$ cat src/rtl/mem_ctrl.sv
// mem_ctrl: serves 1..4 byte memctl LOAD/STORE requests as byte cycles on an 8-bit synchronous RAM.
// Define MEMCTL_LAST_HIT_EN to add a one-word buffer that answers repeated word loads without RAM cycles.
module mem_ctrl #(
    parameter int ADDR_W = 32
) (
    input  logic              clk_in,
    input  logic              rst_in,
    input  logic              rdy_in,
    input  logic [1:0]        memctl_op,
    input  logic [1:0]        memctl_len,
    input  logic [ADDR_W-1:0] memctl_addr,
    input  logic [31:0]       memctl_in,
    output logic              memctl_rdy,
    output logic [31:0]       memctl_out,
    input  logic [7:0]        mem_din,
    output logic [7:0]        mem_dout,
    output logic [ADDR_W-1:0] mem_a,
    output logic              mem_wr
);
    typedef enum logic [1:0] {IDLE, RD, WR, DONE} state_t;
    state_t state, state_nx;
    logic [1:0] len, c;
    logic [2:0] i;
    logic [ADDR_W-1:0] base;
    logic [31:0] data, cap_word, hit_d;
    logic issued, is_ld, is_st, accept, last_cap, last_wr, hit;

    assign is_ld = memctl_op == 2'b01;
    assign is_st = memctl_op == 2'b10;
    assign accept = state == IDLE && rdy_in && (is_ld || is_st);
    assign last_cap = state == RD && rdy_in && issued && c == len;
    assign last_wr = state == WR && rdy_in && i == {1'b0, len} + 3'd1;
    // byte c of the result is still zero, so OR merges the incoming byte
    assign cap_word = memctl_out | (32'(mem_din) << {c, 3'b000});
    assign mem_a = base + ADDR_W'(i);
    assign mem_dout = 8'(data >> {i, 3'b000});

`ifdef MEMCTL_LAST_HIT_EN
    logic hit_v;
    logic [ADDR_W-1:0] hit_a;
    assign hit = is_ld && memctl_len == 2'b11 && hit_v && hit_a == memctl_addr;
    always_ff @(posedge clk_in or posedge rst_in) begin
        if (rst_in) begin
            hit_v <= 1'b0;
            hit_a <= '0;
            hit_d <= '0;
        end else if (accept && is_st) begin
            hit_v <= 1'b0;
        end else if (last_cap && len == 2'b11) begin
            hit_v <= 1'b1;
            hit_a <= base;
            hit_d <= cap_word;
        end
    end
`else
    assign hit = 1'b0;
    assign hit_d = '0;
`endif

    always_ff @(posedge clk_in or posedge rst_in) begin
        if (rst_in) state <= IDLE;
        else state <= state_nx;
    end

    always_comb begin
        state_nx = state;
        memctl_rdy = state == DONE && rdy_in;
        mem_wr = state == WR && rdy_in && !last_wr;
        case (state)
            IDLE: state_nx = !accept ? IDLE : hit ? DONE : is_ld ? RD : WR;
            RD: state_nx = last_cap ? DONE : RD;
            WR: state_nx = last_wr ? DONE : WR;
            DONE: state_nx = rdy_in ? IDLE : DONE;
            default: state_nx = IDLE;
        endcase
    end

    always_ff @(posedge clk_in or posedge rst_in) begin
        if (rst_in) begin
            len <= '0;
            base <= '0;
            data <= '0;
            i <= '0;
            c <= '0;
            issued <= 1'b0;
            memctl_out <= '0;
        end else if (!rdy_in) begin
            // a paused issue is lost, so re-issue from the next byte to capture
            if (state == RD) begin
                i <= {1'b0, c};
                issued <= 1'b0;
            end
        end else if (accept) begin
            len <= memctl_len;
            base <= memctl_addr;
            data <= memctl_in;
            i <= '0;
            c <= '0;
            issued <= 1'b0;
            memctl_out <= hit ? hit_d : '0;
        end else if (state == RD) begin
            issued <= 1'b1;
            i <= i == {1'b0, len} ? i : i + 3'd1;
            if (issued) begin
                memctl_out <= cap_word;
                c <= c + 2'd1;
            end
        end else if (state == WR) begin
            i <= i + 3'd1;
        end
    end
endmodule

$ cat config.mk
export PLATFORM = sky130hd
export DESIGN_NAME = mem_ctrl
export DESIGN_NICKNAME = d
export VERILOG_FILES = /design/src/rtl/mem_ctrl.sv
export SDC_FILE = /design/constraint.sdc
export NUM_CORES = 1
export LEC_CHECK = 0
export CAP_MARGIN = 20
export CORE_ASPECT_RATIO = 1.2
export CORE_MARGIN = 3
export CORE_UTILIZATION = 35
export DETAILED_ROUTE_END_ITERATION = 8
export GPL_TIMING_DRIVEN = 0
export SLEW_MARGIN = 10
export SYNTH_ARGS = -nofsm -noshare
export SYNTH_HDL_FRONTEND = slang
export SYNTH_SLANG_ARGS = --single-unit
$ cat constraint.sdc
create_clock -name clk_in -period 2.8 [get_ports clk_in]
set_input_delay 0.28 -clock clk_in [delete_from_list [all_inputs] [get_ports clk_in]]
set_output_delay 0.28 -clock clk_in [all_outputs]
set_load 0.01 [all_outputs]
==> metrics.txt <==
run status=complete, no violations; number of violations of the max-capacitance limit=0; Finished Layout Cells=769; number of different library cells in the post-synthesis netlist=46; critical path's largest stage delay=0.55 ns; post-route fraction of the period consumed by the critical path=0.991; instance count of the mapped netlist=422; count of port buffers added during placement=152; sequential element share of the synthesized area=0.517; CTS clock-pin slew for the worst setup and hold paths=0.08 ns; initial detailed-routing violation count=167; Net count, final=679; CTS sink count=106; TritonCTS clock tree=yes; combined flip-flop and latch cell area=2660 um^2; number of synthesized flops with an enable pin=0; DP HPWL=10,200 um; total via count after detailed routing=3,878; final critical-path required period=2.77 ns; Synth Register Bits=106; kind of start point of the critical path=register; post-route DRC violation count=0; cell type with the highest aggregate area in the netlist=sky130_fd_sc_hd__dfrtp_1; initial core utilization=0.365; first-pass GRT wire length=21,500 um; slack of the worst reg-to-reg path=0.86 ns; static power due to leakage=0.00317 uW; Critical Path, Cell by Cell=ha_1 > fa_2 > a21oi_4 > nor2_1 > nand3b_1 > xnor2_1 > clkdlybuf4s50_1; cell family with most CP delay=adder cells; antenna fix cells=0; number of global-route vias before repair=4,138; Detail Route met2 WL=6810 um; class of the most critical hold timing path=input port to asynchronous set/reset pin; num rows=47; number of buffers on the longest clock path=2; Fmax=360 MHz; Setup Total Neg Slack=0 ns; total length of routed met3 wires=726 um; number of iterations in the first detailed-routing pass=6; worst-case headroom to the max-slew limit=0.641; multi-input gate area in the final layout=2430 um^2; H-tree Lvls=3; critical path capture point type=output port; Net Count, Synth=508; number of CTS-inserted buffers=9; Synth Warn #=0; placeable core area=14,100 um^2; GRT Residual Overflow=0; chip width=117 um; total global-route track usage=0.168; leading cell types by total area after synthesis=sky130_fd_sc_hd__dfrtp_1, sky130_fd_sc_hd__mux2_2, sky130_fd_sc_hd__xnor2_1; wire length per cell=17.5 um; buffer and inverter count on the worst path=1; critical path arrival=2.49 ns; proportion of layout cells with a drive suffix above 1=0.237; final weighted congestion of routability-driven global placement=0.787; fin worst setup slack=0.0252 ns; antenna violations before repair=0; final setup violating endpoints=0; overall die area=16,200 um^2; area grow syn2layout=43.3%; post-synthesis cell area=5130 um^2; number of instances in the placed design=748; detail-routed via count per cell=5.04; total power divided by cell area=978 nW/um^2; Chip Height=139 um; Final Skew=0.0113 ns; pre-CTS worst setup slack=-0.0121 ns; final routed wirelength across all metal layers=13,500 um; setup repair after global routing missed its margin=true; number of fillers in the final layout=1,256; type of the setup path with the least slack=register to output port; source-to-sink clock delay at the later pin of the worst-skew pair=0.35 ns; area share of the leading cell type in the synthesized netlist=0.517; Highest Signal Layer=met4; count of pins over their slew limit=0; endpoints failing hold=0; required time reported for the critical path endpoint=2.52 ns; largest net degree at the start of global routing=36; Worst Max-Slew Pin Slew=0.535 ns; # IOs=153; worst voltage drop across the vdd grid=0.000433 V; Routed met1 length=5770 um; Crit Path Max Fanout=5; slowest stage cell, crit path=sky130_fd_sc_hd__clkdlybuf4s50_1; share of flip-flops with an asynchronous set or reset after synthesis=1.00; final antenna-violating net count=0; ys flop type=sky130_fd_sc_hd__dfrtp_1; clock root buffer master=sky130_fd_sc_hd__clkbuf_16; synthesized area per cell=12.2 um^2
## final timing paths
check                      depth (start not counted)              to           start
max in group asynchronous                          4          issued          rst_in
setup / recovery                                   7       mem_a[16]            i[0]
min in group clk_in                                2  memctl_out[24]  memctl_out[24]
hold / removal                                     2        data[29]          rst_in
setup reg to reg                                   6  memctl_out[10]        state[1]
hold reg to reg                                    2  memctl_out[24]  memctl_out[24]
## sequential cells by signal, summed over array words and instances, names as in the netlist
name	count
base	32
data	32
memctl_out	32
i	3
c	2
len	2
state	2
issued	1
## cell type report
class,instances,area share
sequential,106,0.361
multi-input combinational,291,0.330
timing repair buffer,161,0.220
clock buffer,9,0.0306
tap,171,0.0291
buffer,18,0.0139
clock inverter,7,0.0107
inverter,6,0.00357
## cells in the mapped netlist (4+ instances only)
library cell and number:
sky130_fd_sc_hd__mux2_2 68, sky130_fd_sc_hd__nor3_1 4, sky130_fd_sc_hd__a21oi_1 36, sky130_fd_sc_hd__and2_1 9, sky130_fd_sc_hd__inv_1 6, sky130_fd_sc_hd__xnor2_1 23, sky130_fd_sc_hd__dfrtp_1 106, sky130_fd_sc_hd__nand3_1 10
sky130_fd_sc_hd__ha_1 6, sky130_fd_sc_hd__buf_2 10, sky130_fd_sc_hd__and3_1 7, sky130_fd_sc_hd__xor2_1 14, sky130_fd_sc_hd__buf_4 6, sky130_fd_sc_hd__mux4_2 8, sky130_fd_sc_hd__o21ai_0 5, sky130_fd_sc_hd__nor2_1 38
sky130_fd_sc_hd__nand4_1 11, sky130_fd_sc_hd__nand2_1 19
## power by group
part	total (uW)	internal (uW)	switching, uW	leakage, uW
Sequential	2640	2120	525	0.00133
Combinational	3280	1940	1350	0.00169
Clock	1270	637	632	0.000148
## per-layer routing
metal | track usage | vias to the layer above
met4 | 0.0459 | 0
met3 | 0.0345 | 11
met2 | 0.292 | 99
li1 | - | 1850
met1 | 0.211 | 1918
met5 | 0 | -
## placed cells by master (no fill, tap or decap), types with 2 or more instances in the layout
cell type,Yosys,routed
sky130_fd_sc_hd__clkdlybuf4s50_1,0,140
sky130_fd_sc_hd__dfrtp_1,106,102
sky130_fd_sc_hd__mux2_2,68,68
sky130_fd_sc_hd__nor2_1,38,38
sky130_fd_sc_hd__a21oi_1,36,33
sky130_fd_sc_hd__xnor2_1,23,23
sky130_fd_sc_hd__nand2_1,19,18
sky130_fd_sc_hd__xor2_1,14,14
sky130_fd_sc_hd__nand4_1,11,11
sky130_fd_sc_hd__buf_2,10,10
sky130_fd_sc_hd__buf_4,6,10
sky130_fd_sc_hd__nand3_1,10,9
sky130_fd_sc_hd__and2_1,9,9
sky130_fd_sc_hd__clkbuf_16,0,9
sky130_fd_sc_hd__mux4_2,8,8
sky130_fd_sc_hd__dlygate4sd2_1,0,8
sky130_fd_sc_hd__and3_1,7,7
sky130_fd_sc_hd__o21ai_0,5,5
sky130_fd_sc_hd__inv_1,6,5
sky130_fd_sc_hd__ha_1,6,5
sky130_fd_sc_hd__nor3_1,4,4
sky130_fd_sc_hd__dfrtp_2,0,4
sky130_fd_sc_hd__dlymetal6s2s_1,0,4
sky130_fd_sc_hd__a21oi_4,0,3
sky130_fd_sc_hd__nor4_4,3,3
sky130_fd_sc_hd__inv_6,0,3
sky130_fd_sc_hd__buf_12,0,3
sky130_fd_sc_hd__clkbuf_1,3,2
sky130_fd_sc_hd__and3_2,2,2
sky130_fd_sc_hd__and4_1,2,2
sky130_fd_sc_hd__or3_4,1,2
sky130_fd_sc_hd__clkbuf_2,0,2
sky130_fd_sc_hd__nor2b_1,2,2
sky130_fd_sc_hd__clkinv_8,0,2
## repair_timing
action | CTS | global route
cloned | 0 | 0
resized for setup | 21 | 10
hold buffers | 0 | 0
endpoints found under the setup margin | 27 | 17
pin swaps | 1 | 2
buffers inserted | 3 | 1
## metrics by stage
step | util | hold slack [ns] | power, uW | instance area [um^2]
floorplan | - | 0.397 | 4400 | 5140
global placement | 0.489 | 0.479 | 5840 | 6870
detailed placement | 0.493 | 0.481 | 5930 | 6930
CTS | 0.520 | 0.272 | 7290 | 7310
global route | 0.523 | 0.286 | 7680 | 7360
finish | 0.523 | 0.266 | 7200 | 7360
## cells by family after synthesis
kind of cell               Yosys count  share of synthesized area
and+or+nand+nor                    120                      0.136
DFF                                106                      0.517
muxes                               77                      0.186
AOI/OAI and AO/OA                   50                     0.0539
xor gates and xnor gates            37                     0.0631
buffers and inverters               25                     0.0251
adders and majority gates            7                     0.0185
No activity file was read; power rests on OpenSTA's default activity.
